`config.mk`:
```
export PLATFORM = sky130hd
export DESIGN_NAME = pipe_stage_reg
export DESIGN_NICKNAME = d
export VERILOG_FILES = /design/src/rtl/pipe_pkg.sv /design/src/rtl/pipe_slice.sv /design/src/rtl/pipe_stage_reg.sv
export SDC_FILE = /design/constraint.sdc
export NUM_CORES = 1
export LEC_CHECK = 0
export ABC_AREA = 1
export BUFFER_PORTS_ARGS = -buffer_cell sky130_fd_sc_hd__buf_2
export CORE_MARGIN = 5
export CORE_UTILIZATION = 46
export CTS_CLUSTER_DIAMETER = 30
export DETAILED_ROUTE_END_ITERATION = 8
export GPL_TIMING_DRIVEN = 0
export HOLD_SLACK_MARGIN = 0.02
export PLACE_DENSITY = 0.79
export SYNTH_ARGS = -nofsm -noshare
export SYNTH_HDL_FRONTEND = slang
export SYNTH_SLANG_ARGS = --single-unit
```
`constraint.sdc`:
```
create_clock -name clk -period 2.4 [get_ports clk]
set_clock_uncertainty 0.05 [all_clocks]
set_input_delay 0.24 -clock clk [delete_from_list [all_inputs] [get_ports clk]]
set_output_delay 0.24 -clock clk [all_outputs]
set_load 0.05 [all_outputs]
```
`src/rtl/pipe_pkg.sv`:
```
// Shared types for pipeline-boundary registers (IF/ID payload layout, slice states).
// COMMON_WIDTH, when defined, overrides the IF/ID field width.
`ifndef COMMON_WIDTH
`define COMMON_WIDTH 32
`endif

package pipe_pkg;

  localparam int unsigned XLEN = `COMMON_WIDTH;

  localparam int unsigned IFID_W = 2 * XLEN;

  typedef struct packed {
    logic [XLEN-1:0] inst;
    logic [XLEN-1:0] pc_addr;
  } ifid_payload_t;

  typedef enum logic [1:0] {
    EMPTY = 2'd0,
    FULL  = 2'd1,
    SKID  = 2'd2
  } slice_state_e;

endpackage

```
`src/rtl/pipe_slice.sv`:
```
// One valid/ready register slice; with PIPE_STAGE_SKID_EN it adds a one-entry skid
// buffer so in_ready comes straight from a flop.
module pipe_slice
  import pipe_pkg::*;
#(
  parameter int unsigned WIDTH = IFID_W
) (
  input  logic             clk,
  input  logic             rst,
  input  logic             flush,
  input  logic             in_valid,
  output logic             in_ready,
  input  logic [WIDTH-1:0] in_data,
  output logic             out_valid,
  input  logic             out_ready,
  output logic [WIDTH-1:0] out_data
);

  slice_state_e     state_q;
  logic             valid_q;
  logic [WIDTH-1:0] main_q;
  logic             push_c;
  logic             pop_c;

  assign push_c    = in_valid & in_ready;
  assign pop_c     = valid_q & out_ready;
  assign out_valid = valid_q;
  assign out_data  = main_q;

`ifdef PIPE_STAGE_SKID_EN
  logic [WIDTH-1:0] skid_q;
  logic             ready_q;

  assign in_ready = ready_q;

  always_ff @(posedge clk or posedge rst) begin
    if (rst) begin
      state_q <= EMPTY;
      valid_q <= 1'b0;
      ready_q <= 1'b1;
      main_q  <= '0;
      skid_q  <= '0;
    end else if (flush) begin
      state_q <= EMPTY;
      valid_q <= 1'b0;
      ready_q <= 1'b1;
      main_q  <= '0;
      skid_q  <= '0;
    end else begin
      case (state_q)
        EMPTY: begin
          if (push_c) begin
            state_q <= FULL;
            valid_q <= 1'b1;
            main_q  <= in_data;
          end
        end
        FULL: begin
          if (push_c && pop_c) begin
            main_q <= in_data;
          end else if (pop_c) begin
            state_q <= EMPTY;
            valid_q <= 1'b0;
          end else if (push_c) begin
            // Downstream stalled: park the new word, stop accepting next cycle
            state_q <= SKID;
            skid_q  <= in_data;
            ready_q <= 1'b0;
          end
        end
        SKID: begin
          if (pop_c) begin
            state_q <= FULL;
            main_q  <= skid_q;
            skid_q  <= '0;
            ready_q <= 1'b1;
          end
        end
        default: begin
          state_q <= EMPTY;
          valid_q <= 1'b0;
          ready_q <= 1'b1;
        end
      endcase
    end
  end
`else
  // Full throughput without a skid entry: a full slice frees up as it drains
  assign in_ready = out_ready | ~valid_q;

  always_ff @(posedge clk or posedge rst) begin
    if (rst) begin
      state_q <= EMPTY;
      valid_q <= 1'b0;
      main_q  <= '0;
    end else if (flush) begin
      state_q <= EMPTY;
      valid_q <= 1'b0;
      main_q  <= '0;
    end else begin
      case (state_q)
        EMPTY: begin
          if (push_c) begin
            state_q <= FULL;
            valid_q <= 1'b1;
            main_q  <= in_data;
          end
        end
        FULL: begin
          if (push_c) begin
            main_q <= in_data;
          end else if (pop_c) begin
            state_q <= EMPTY;
            valid_q <= 1'b0;
          end
        end
        default: begin
          state_q <= EMPTY;
          valid_q <= 1'b0;
        end
      endcase
    end
  end
`endif

endmodule

```
`src/rtl/pipe_stage_reg.sv`:
```
// Parametrised pipeline-boundary register: STAGES pipe_slice instances in series.
// Build option PIPE_STAGE_SKID_EN selects skid-buffered slices with registered in_ready.
module pipe_stage_reg
  import pipe_pkg::*;
#(
  parameter int unsigned WIDTH  = IFID_W,
  parameter int unsigned STAGES = 1
) (
  input  logic             clk,
  input  logic             rst,
  input  logic             flush,
  input  logic             in_valid,
  output logic             in_ready,
  input  logic [WIDTH-1:0] in_data,
  output logic             out_valid,
  input  logic             out_ready,
  output logic [WIDTH-1:0] out_data
);

  for (genvar g = 0; g < STAGES; g++) begin : g_slice
    logic             up_valid;
    logic             up_ready;
    logic [WIDTH-1:0] up_data;
    logic             dn_valid;
    logic             dn_ready;
    logic [WIDTH-1:0] dn_data;

    pipe_slice #(
      .WIDTH(WIDTH)
    ) u_slice (
      .clk      (clk),
      .rst      (rst),
      .flush    (flush),
      .in_valid (up_valid),
      .in_ready (up_ready),
      .in_data  (up_data),
      .out_valid(dn_valid),
      .out_ready(dn_ready),
      .out_data (dn_data)
    );

    // Per-slice signals keep the ready chain free of self-referencing vectors
    if (g == 0) begin : g_head
      assign up_valid = in_valid;
      assign up_data  = in_data;
      assign in_ready = up_ready;
    end else begin : g_link
      assign up_valid = g_slice[g-1].dn_valid;
      assign up_data  = g_slice[g-1].dn_data;
    end

    if (g == STAGES - 1) begin : g_tail
      assign dn_ready  = out_ready;
      assign out_valid = dn_valid;
      assign out_data  = dn_data;
    end else begin : g_mid
      assign dn_ready = g_slice[g+1].up_ready;
    end
  end

endmodule

```
==> metrics.yaml, run 1 <==
ys_warn_count: 0
worstReg2RegStart: "g_slice[0].u_slice.state_q[0]"
path_max_fanout: 10
initial_utilization: 0.477
cp.depth: 3
tritoncts_num_sinks: 65
synth.cells.most_frequent: "65 x sky130_fd_sc_hd__dfrtp_1, 64 x sky130_fd_sc_hd__nand2_1, 64 x sky130_fd_sc_hd__nand3_1, 64 x sky130_fd_sc_hd__nand4_1, 24 x sky130_fd_sc_hd__buf_2"
worst-r2r-setup-slack_ns: 1.20
critPathCaptureType: "output pin"
ys_async_sr_fraction: 1.00
routed_via_density: 5.43
worstMarginPinSlew_ns: 0.683
antenna_cells: 0
vias_in_the_first_global_route: 2803
htree_levels: 3
floorplan.rows: 28
tritoncts.num_buffers: 9
yosys-top-cells-area: "sky130_fd_sc_hd__dfrtp_1 57%, sky130_fd_sc_hd__nand4_1 14%, sky130_fd_sc_hd__nand3_1 11%"
width_of_the_chip_um: 88.6
worst_hold_path.endpoint: "g_slice[0].u_slice.state_q[0]"
drt-wirelength-per-cell_um: 16.0
critPathMaxStageDelay_ns: 0.41
final.hold.worst_slack_ns: 0.0344
drv.max_cap_violation_count: 0
routabilityCongestion: 0.775
floorplan.io_pins: 135
detail_route.drc_violations: 0
tritoncts_clock_tree: "built"
longest_clk_path_bufs: 2
synth-seq-cells: 65
slew_violations: 0
most_common_cell_in_the_netlist: "sky130_fd_sc_hd__dfrtp_1"
fin_nets: 514
grt_setup_unrepaired: "no"
syn-mean-instance-area_um2: 9.54
timing_worst_setup_path_type: "register to output pin"
post-cts-setup-buffers: 0
wl_um: 8370
cellLeakagePower_nw: 2.26
holdPathStages: 2
period_minus_slack_ns: 1.64
grt_first_pass_wirelength_um: 13300
syn2layout_area_growth_pct: 33.7
drive_above_1_share: 0.410
maximum_clock_rate_mhz: 611
hold_start: "flush"
dr.first_iter.drc_count: 161
firstDrtPassIters: 4
grt_max_degree: 36
crit_chain: "nand2_4, buf_2, buf_2"
worst_setup_hold_path_clk_slew_ns: 0.06
worst_path_dominant_cell_family: "buffers and inverters"
fin_total_pwr_mw: 2.58
synth_edf_count: 0
cts_resized: 0
grt.overflow.total: 0
synth-seq-area-share: 0.572
netlist_instances: 298
maxSlewHeadroom: 0.544
ctsRootBufferMaster: "sky130_fd_sc_hd__clkbuf_8"
worst_ep_arrival_time_ns: 1.35
power_density_nw_per_um2: 679
detailedPlacementHpwl_um: 6040
startpoint: "g_slice[0].u_slice.state_q[0]"
synth_area_um2: 2840
die_area_um2: 7850
placement.cell_area_um2: 3630
outcome: "complete, no violations"
ir_drop_uv: 391
core_region_area_um2: 5960
fin_area_um2: 3800
finalSetupViolations: 0
layout_worst_path_cycle_share: 0.682
global_route.usage.total: 0.216
critPathRequiredTime_ns: 2.11
r2r-end: "g_slice[0].u_slice.out_data[7]"
timing_hold_violations_final: 0
route.vias.total: 2847
final_antenna_net_count: 0
clk_latency_ns: 0.32
layout.filler_cells: 532
yosys.area.top_type_share: 0.572
critical-path-slowest-cell: "sky130_fd_sc_hd__dfrtp_1"
postSynth.topFlopCell: "sky130_fd_sc_hd__dfrtp_1"
syn_nets: 367
antenna_found_initial: 0
synth_area_leader_cell: "sky130_fd_sc_hd__dfrtp_1"
timing.critical_path.buf_inv: 2
worstSetupStartpointType: "register"
port-buffer-count: 134
cp_common_cell: "sky130_fd_sc_hd__buf_2"
number_of_distinct_library_cells_after_synthesis: 12
reg2regPathDepth: 5
hold_path.class: "input port to register"
setup-tns-final_ns: 0
fp.dieH_um: 88.6
-- worst max path at each step --
| stage | end | slack [ns] |
|---|---|---|
| 5_1_grt | in_ready | 0.71 |
| 3_5_place_dp | in_ready | 1.12 |
| 6_report | in_ready | 0.76 |
| 3_3_place_gp | g_slice[0].u_slice.out_data[61] | -0.32 |
| 4_1_cts | in_ready | 0.76 |
| 2_1_floorplan | g_slice[0].u_slice.out_data[0] | 0.48 |
-- cells in the final DEF (no fill, tap or decap), types with 2 or more instances in the layout --
master and count:
sky130_fd_sc_hd__buf_2 158, sky130_fd_sc_hd__buf_4 2, sky130_fd_sc_hd__buf_6 7, sky130_fd_sc_hd__clkbuf_1 3, sky130_fd_sc_hd__clkbuf_8 10, sky130_fd_sc_hd__clkinv_2 2, sky130_fd_sc_hd__dfrtp_1 65, sky130_fd_sc_hd__inv_1 3
sky130_fd_sc_hd__nand2_1 64, sky130_fd_sc_hd__nand3_1 64, sky130_fd_sc_hd__nand4_1 64
-- state kept, by name, summed over array words and instances (netlist names) --
signal and cells:
g_slice.u_slice.out_data 64, g_slice.u_slice.state_q 1
-- report_power, final --
part           total, mW  internal (mW)  switching (mW)  leakage, nW
logic              0.593          0.158           0.435         1.31
registers           1.20           1.16          0.0348        0.868
clock network      0.792          0.395           0.397       0.0822
total               2.58           1.71           0.867         2.26
-- cell type report --
cell class	count	area [um2]	share of cell area
Multi-Input combinational cell	195	983	0.259
Sequential cell	65	1630	0.428
Clock buffer	12	145	0.0382
Clock inverter	3	17.5	0.00461
Inverter	4	15.0	0.00395
Timing Repair Buffer	136	701	0.184
Tap cell	75	93.8	0.0247
Buffer	34	218	0.0573
-- cell families after synthesis --
kind of cell / count (synthesis) / synth area share
AOI/OAI and AO/OA: 1 / 0.00176
buffers and inverters: 38 / 0.0819
DFF: 65 / 0.572
and+or+nand+nor: 194 / 0.344
-- repair_timing --
action / 4_1_cts / 5_1_grt
hold endpoints to repair: 30 / 0
endpoints found under the setup margin: 0 / 0
hold buffers: 1 / 0
-- metrics by stage --
step	instances	util	setup WS [ns]
after detailed placement	508	0.609	1.12
after CTS	524	0.638	0.760
final	524	0.638	0.763
after floorplan	298	-	0.484
after global routing	524	0.638	0.707
after global placement	507	0.606	-0.318
-- routing by layer --
layer / vias up / wire length [um] / global-route usage / share of wire
met5: - / 0 / 0 / 0
met1: 1363 / 3530 / 0.293 / 0.42
li1: 1351 / - / - / -
met4: 0 / 252 / 0.102 / 0.030
met2: 107 / 4040 / 0.341 / 0.48
met3: 26 / 541 / 0.0354 / 0.065
No activity file was read; power rests on OpenSTA's default activity.
==> inputs of run 2 (changes only) <==
--- a/config.mk
+++ b/config.mk
@@ -8,12 +8,12 @@
 export ABC_AREA = 1
 export BUFFER_PORTS_ARGS = -buffer_cell sky130_fd_sc_hd__buf_2
 export CORE_MARGIN = 5
-export CORE_UTILIZATION = 46
+export CORE_UTILIZATION = 42
 export CTS_CLUSTER_DIAMETER = 30
 export DETAILED_ROUTE_END_ITERATION = 8
 export GPL_TIMING_DRIVEN = 0
 export HOLD_SLACK_MARGIN = 0.02
-export PLACE_DENSITY = 0.79
+export PLACE_DENSITY = 0.76
 export SYNTH_ARGS = -nofsm -noshare
 export SYNTH_HDL_FRONTEND = slang
 export SYNTH_SLANG_ARGS = --single-unit
==> constraint.sdc (replaced) <==
create_clock -name clk -period 1.5 [get_ports clk]
set_clock_uncertainty 0.05 [all_clocks]
set_input_delay 0.15 -clock clk [delete_from_list [all_inputs] [get_ports clk]]
set_output_delay 0.15 -clock clk [all_outputs]
set_load 0.05 [all_outputs]
==> run 2 against run 1 <==
  * Sequential cell count did not move
  * Sequential power increased by 59%
  * Sequential share of layout area down 3.8 points
  * Largest cell class unchanged
  * Worst setup slack lost 0.58 ns
==> metrics.yaml, run 2 (synthesized netlist as in run 1, its figures left out) <==
hold_path.class: "input port to register"
tritoncts_num_sinks: 65  # unchanged
clk_latency_ns: 0.32  # about the same
critPathRequiredTime_ns: 1.66  # -0.45 ns
tritoncts.num_buffers: 9  # unchanged
drt-wirelength-per-cell_um: 15.6  # -2.5%
drive_above_1_share: 0.386  # -0.0239
layout.cells.most_common: "sky130_fd_sc_hd__buf_2"
vias_in_the_first_global_route: 2875  # +2.6%
timing_hold_violations_final: 0  # unchanged
grt.overflow.total: 0  # unchanged
worstMarginPinSlew_ns: 0.645  # -0.0386 ns
maxSlewHeadroom: 0.569  # +0.0255
grt_max_degree: 38  # +5.6%
worstSetupStartpointType: "register"
setup-tns-final_ns: 0  # unchanged
finalSetupViolations: 0  # unchanged
intPower_mw: 2.97  # +73%
post-cts-setup-buffers: 0  # unchanged
die_area_um2: 8510  # +8.4%
largest_register_ffs: 64  # unchanged
core_region_area_um2: 6680  # +12%
outcome: "complete, no violations"
firstDrtPassIters: 4  # unchanged
finalWorstSetupSlack_ns: 0.187  # -0.576 ns
port-buffer-count: 134  # unchanged
period_minus_slack_ns: 1.31
power_density_nw_per_um2: 1060  # +56%
worst_ep_arrival_time_ns: 1.48  # +0.13 ns
maximum_clock_rate_mhz: 762
syn2layout_area_growth_pct: 46.8
fin_nets: 546  # +6.2%
routed_via_density: 5.30  # -2.4%
fp.dieH_um: 92.3  # +4.1%
antenna_found_initial: 0  # unchanged
ir_drop_uv: 552  # +41%
layout.cells.most_common_list: "156 x sky130_fd_sc_hd__buf_2, 65 x sky130_fd_sc_hd__dfrtp_1, 64 x sky130_fd_sc_hd__nand3_1, 64 x sky130_fd_sc_hd__nand4_1, 64 x sky130_fd_sc_hd__nand2_1"
grt_setup_unrepaired: "no"
final_antenna_net_count: 0  # unchanged
floorplan.io_pins: 135  # unchanged
timing_worst_setup_path_type: "register to register"
detailedPlacementHpwl_um: 5940  # -1.8%
power_frac_comb: 0.231  # about the same
pre_cts_slack_ns: 0.292  # -0.824 ns
power_frac_clock: 0.335  # +0.028
routabilityCongestion: 0.781  # +0.76%
global_route.usage.total: 0.207  # -0.00944
route.vias.total: 2979  # +4.6%
worst_setup_hold_path_clk_slew_ns: 0.08  # +0.02 ns
power.share.switching: 0.327  # -0.00925
dr.first_iter.drc_count: 130  # -19%
initial_utilization: 0.425  # -0.0518
ctsRootBufferMaster: "sky130_fd_sc_hd__clkbuf_8"
p_switching_mw: 1.44  # +66%
critPathCaptureType: "register"
detail_route.drc_violations: 0  # unchanged
path_max_fanout: 13  # +3
layout_worst_path_cycle_share: 0.875
floorplan.rows: 30  # +7.1%
sequentialPowerShare: 0.434  # -0.029
tritoncts_clock_tree: "built"
htree_levels: 3  # unchanged
drv.max_cap_violation_count: 0  # unchanged
longest_clk_path_bufs: 2  # unchanged
width_of_the_chip_um: 92.3  # +4.1%
cellLeakagePower_nw: 2.41  # +6.8%
slew_violations: 0  # unchanged
grt_first_pass_wirelength_um: 14000  # +5.8%
antenna_cells: 0  # unchanged
wl_um: 8740  # +4.5%
==> run 2: cell count changes in the layout (fill, tap and decap cells not counted), sizes merged <==
| cell | change |
|---|---|
| bufinv | +1 |
| clkbuf | -2 |
| inv | -1 |
| dlygate4sd3 | +33 |
| buf | -1 |
| clkinvlp | +1 |
| clkinv | +2 |
==> run 2: timing repair <==
action,in CTS,in global routing
pin swaps,0,0
endpoints found under the hold margin,60,1
hold buffers,33,1
resized for setup,1,1
endpoints found under the setup margin,1,1
==> run 2: stage by stage <==
stage	cells	util	area (um2)	hold WS (ns)	total power [mW]
after floorplan	298	-	2850	0.163	2.59
after global placement	512	0.541	3620	0.269	2.88
after detailed placement	513	0.544	3640	0.213	2.89
after CTS	562	0.623	4170	0.0203	4.42
after global routing	562	0.625	4170	0.0227	4.60
final	562	0.625	4170	0.0308	4.41
==> run 2: area by class of cell <==
type	count	area [um2]
fill	568	2510
sequential	65	1630
timing repair buffer	169	1040
multi-input combinational	195	983
buffer	33	213
clock buffer	10	138
tap	80	100
clock inverter	6	57.6
inverter	4	18.8
==> run 2: final timing paths <==
| path | slack, ns | start | cells past startpoint | to |
|---|---|---|---|---|
| setup / recovery | 0.19 | g_slice[0].u_slice.state_q[0] | 5 | g_slice[0].u_slice.out_data[10] |
| hold / removal | 0.03 | in_data[24] | 3 | g_slice[0].u_slice.out_data[24] |
| setup reg to reg | 0.19 | g_slice[0].u_slice.state_q[0] | 5 | g_slice[0].u_slice.out_data[10] |
| hold reg to reg | 0.44 | g_slice[0].u_slice.out_data[28] | 2 | g_slice[0].u_slice.out_data[28] |
| max in group asynchronous | 0.37 | rst | 4 | g_slice[0].u_slice.out_data[15] |
| min in group asynchronous | 0.43 | rst | 3 | g_slice[0].u_slice.out_data[41] |
==> run 2: power by group through the flow <==
stage / clock network [mW] / registers, mW / logic (mW)
after floorplan: 0 / 2.32 / 0.278
after global placement: 0 / 1.94 / 0.937
after detailed placement: 0 / 1.94 / 0.951
after CTS: 1.49 / 1.91 / 1.02
after global routing: 1.59 / 1.93 / 1.08
final: 1.48 / 1.91 / 1.02
==> run 2: layer usage <==
metal	vias to the layer above	wire length (um)	GRT usage
met2	122	4350	0.338
met3	12	610	0.0574
li1	1422	-	-
met1	1423	3690	0.262
met4	0	98	0.0767
met5	-	0	0
==> run 2: worst max-delay path: stages (launching register included) <==
cell	delay, ns
sky130_fd_sc_hd__dfrtp_1	0.41
sky130_fd_sc_hd__nand2_4	0.16
sky130_fd_sc_hd__nand2_2	0.22
sky130_fd_sc_hd__buf_6	0.22
sky130_fd_sc_hd__nand3_1	0.06
sky130_fd_sc_hd__nand2_1	0.07
==> inputs of run 3 (changes only) <==
--- a/config.mk
+++ b/config.mk
@@ -8,12 +8,12 @@
 export ABC_AREA = 1
 export BUFFER_PORTS_ARGS = -buffer_cell sky130_fd_sc_hd__buf_2
 export CORE_MARGIN = 5
-export CORE_UTILIZATION = 42
+export CORE_UTILIZATION = 50
 export CTS_CLUSTER_DIAMETER = 30
 export DETAILED_ROUTE_END_ITERATION = 8
 export GPL_TIMING_DRIVEN = 0
 export HOLD_SLACK_MARGIN = 0.02
-export PLACE_DENSITY = 0.76
+export PLACE_DENSITY = 0.85
 export SYNTH_ARGS = -nofsm -noshare
 export SYNTH_HDL_FRONTEND = slang
 export SYNTH_SLANG_ARGS = --single-unit
==> constraint.sdc (replaced) <==
create_clock -name clk -period 1.6 [get_ports clk]
set_clock_uncertainty 0.05 [all_clocks]
set_input_delay 0.16 -clock clk [delete_from_list [all_inputs] [get_ports clk]]
set_output_delay 0.16 -clock clk [all_outputs]
set_load 0.05 [all_outputs]
==> run 3 against run 2 <==
  * Die area is 14% lower
  * Worst hold slack lost 0.0025 ns
  * Clock-buffer cell count is 1 higher
  * Final cell count shrank 5.7%
  * Worst setup slack got worse by 0.10 ns
  * Utilization up 8.4 points
  * Sequential share of layout area increased by 2.7 points
  * Combinational power fell by 12%
  * Via count shrank 3.1%
  * Largest cell class unchanged
  * Highest routed layer unchanged
==> metrics.yaml, run 3 (synthesized netlist as in run 1, its figures left out) <==
dr.first_iter.drc_count: 136  # +4.6%
critPathMaxStageDelay_ns: 0.41  # about the same
outcome: "complete, no violations"
final_cell_count_no_fill: 530  # -5.7%
grt_max_degree: 66  # +74%
antenna_cells: 0  # unchanged
vias_in_the_first_global_route: 2917  # +1.5%
layout.cells.most_common: "sky130_fd_sc_hd__buf_2"
placement.cell_area_um2: 3610  # -0.83%
tritoncts_clock_tree: "built"
intPower_mw: 2.63  # -11%
ir_drop_uv: 667  # +21%
route.vias.total: 2888  # -3.1%
clk_latency_ns: 0.32  # about the same
fp.dieH_um: 85.4  # -7.4%
fin_total_pwr_mw: 3.96  # -10%
htree_levels: 3  # unchanged
hold_path.class: "input port to register"
final_antenna_net_count: 0  # unchanged
path_max_fanout: 10  # -3
tritoncts_num_sinks: 65  # unchanged
sequentialPowerShare: 0.453  # +0.019
power_frac_clock: 0.319  # -0.016
timing_worst_setup_path_type: "register to output pin"
antenna_found_initial: 0  # unchanged
grt_first_pass_wirelength_um: 13900  # -1.2%
core_region_area_um2: 5510  # -18%
drt-wirelength-per-cell_um: 15.4  # -1.1%
layout.filler_cells: 449  # -21%
ctsRootBufferMaster: "sky130_fd_sc_hd__clkbuf_8"
setup-tns-final_ns: 0  # unchanged
routabilityCongestion: 0.807  # +3.3%
grt.overflow.total: 0  # unchanged
width_of_the_chip_um: 85.4  # -7.4%
drive_above_1_share: 0.408  # +0.0224
critPathRequiredTime_ns: 1.39  # -0.27 ns
port-buffer-count: 134  # unchanged
timing_hold_violations_final: 0  # unchanged
slew_violations: 0  # unchanged
global_route.usage.total: 0.237  # +0.0305
fin_nets: 522  # -4.4%
worstMarginPinSlew_ns: 0.566  # -0.0790 ns
drv.max_cap_violation_count: 0  # unchanged
power_density_nw_per_um2: 1010  # -3.9%
initial_utilization: 0.516  # +0.0908
wl_um: 8160  # -6.7%
detail_route.drc_violations: 0  # unchanged
finalWorstSetupSlack_ns: 0.0841  # -0.103 ns
detailedPlacementHpwl_um: 5810  # -2.2%
p_switching_mw: 1.33  # -7.8%
syn2layout_area_growth_pct: 37.2
tritoncts.num_buffers: 9  # unchanged
worstSetupStartpointType: "register"
dpl.cell_count: 504  # -1.8%
maximum_clock_rate_mhz: 660
critical-path-slowest-cell: "sky130_fd_sc_hd__dfrtp_1"
fin_area_um2: 3900  # -6.5%
pre_cts_slack_ns: 0.180  # -0.112 ns
power_frac_comb: 0.228  # -0.003
critPathCaptureType: "output pin"
layout.cells.most_common_list: "157 x sky130_fd_sc_hd__buf_2, 65 x sky130_fd_sc_hd__dfrtp_1, 64 x sky130_fd_sc_hd__nand3_1, 64 x sky130_fd_sc_hd__nand4_1, 64 x sky130_fd_sc_hd__nand2_1"
worst_setup_hold_path_clk_slew_ns: 0.07  # about the same
die_area_um2: 7290  # -14%
final.hold.worst_slack_ns: 0.0283  # -0.00251 ns
grt_setup_unrepaired: "no"
cellLeakagePower_nw: 2.30  # -4.7%
period_minus_slack_ns: 1.52
crit_chain: "nand2_4, buf_2, clkbuf_4"
floorplan.io_pins: 135  # unchanged
firstDrtPassIters: 4  # unchanged
ff_latch_area_um2: 1630  # unchanged
longest_clk_path_bufs: 2  # unchanged
post-cts-setup-buffers: 0  # unchanged
layout_worst_path_cycle_share: 0.947
floorplan.rows: 27  # -10%
post-route-util: 0.708  # +0.0838
routed_via_density: 5.45  # +2.8%
maxSlewHeadroom: 0.622  # +0.0528
worst_ep_arrival_time_ns: 1.31  # -0.17 ns
multi_input_logic_area_um2: 983  # unchanged
finalSetupViolations: 0  # unchanged
power.share.switching: 0.336  # +0.00884
largest_register_ffs: 64  # unchanged
run 3: metal layers:
layer | up-vias | wire [um] | track usage
met5 | - | 0 | 0
met4 | 0 | 135 | 0.0950
met3 | 12 | 627 | 0.0650
met2 | 104 | 4020 | 0.381
met1 | 1393 | 3370 | 0.304
li1 | 1379 | - | -
run 3: critical path, delay by kind of cell (launching register included):
family / cells / cell delay (ns)
and+or+nand+nor: 1 / 0.10
DFF: 1 / 0.41
buffers and inverters: 2 / 0.46
run 3: repair_timing:
| action | CTS | global route |
|---|---|---|
| resized for setup | 0 | 1 |
| endpoints found under the hold margin | 8 | 24 |
| hold buffers | 8 | 1 |
| setup endpoints to repair | 0 | 1 |
run 3: area by class of cell:
cell class | instances | share of cell area
Sequential cell | 65 | 0.417
Multi-Input combinational cell | 195 | 0.252
Timing Repair Buffer | 144 | 0.201
Buffer | 34 | 0.0558
Clock buffer | 11 | 0.0388
Tap cell | 72 | 0.0231
Clock inverter | 5 | 0.00770
Inverter | 4 | 0.00481
run 3: power groups by stage:
stage	registers [mW]	logic, mW	clock network, mW
global route	1.80	0.971	1.36
detailed placement	1.82	0.885	0
floorplan	2.17	0.261	0
finish	1.79	0.902	1.26
CTS	1.79	0.900	1.28
global placement	1.82	0.872	0
run 3: worst paths after layout:
check                      slack [ns]                         endpoint  depth (start not counted)                       startpoint
min                              0.03   g_slice[0].u_slice.out_data[4]                          3                       in_data[4]
max                              0.08                         in_ready                          3    g_slice[0].u_slice.state_q[0]
max in group asynchronous        0.54    g_slice[0].u_slice.state_q[0]                          4                              rst
max reg2reg                      0.40  g_slice[0].u_slice.out_data[34]                          5    g_slice[0].u_slice.state_q[0]
min in group asynchronous        0.37  g_slice[0].u_slice.out_data[43]                          3                              rst
min reg2reg                      0.44  g_slice[0].u_slice.out_data[22]                          2  g_slice[0].u_slice.out_data[22]
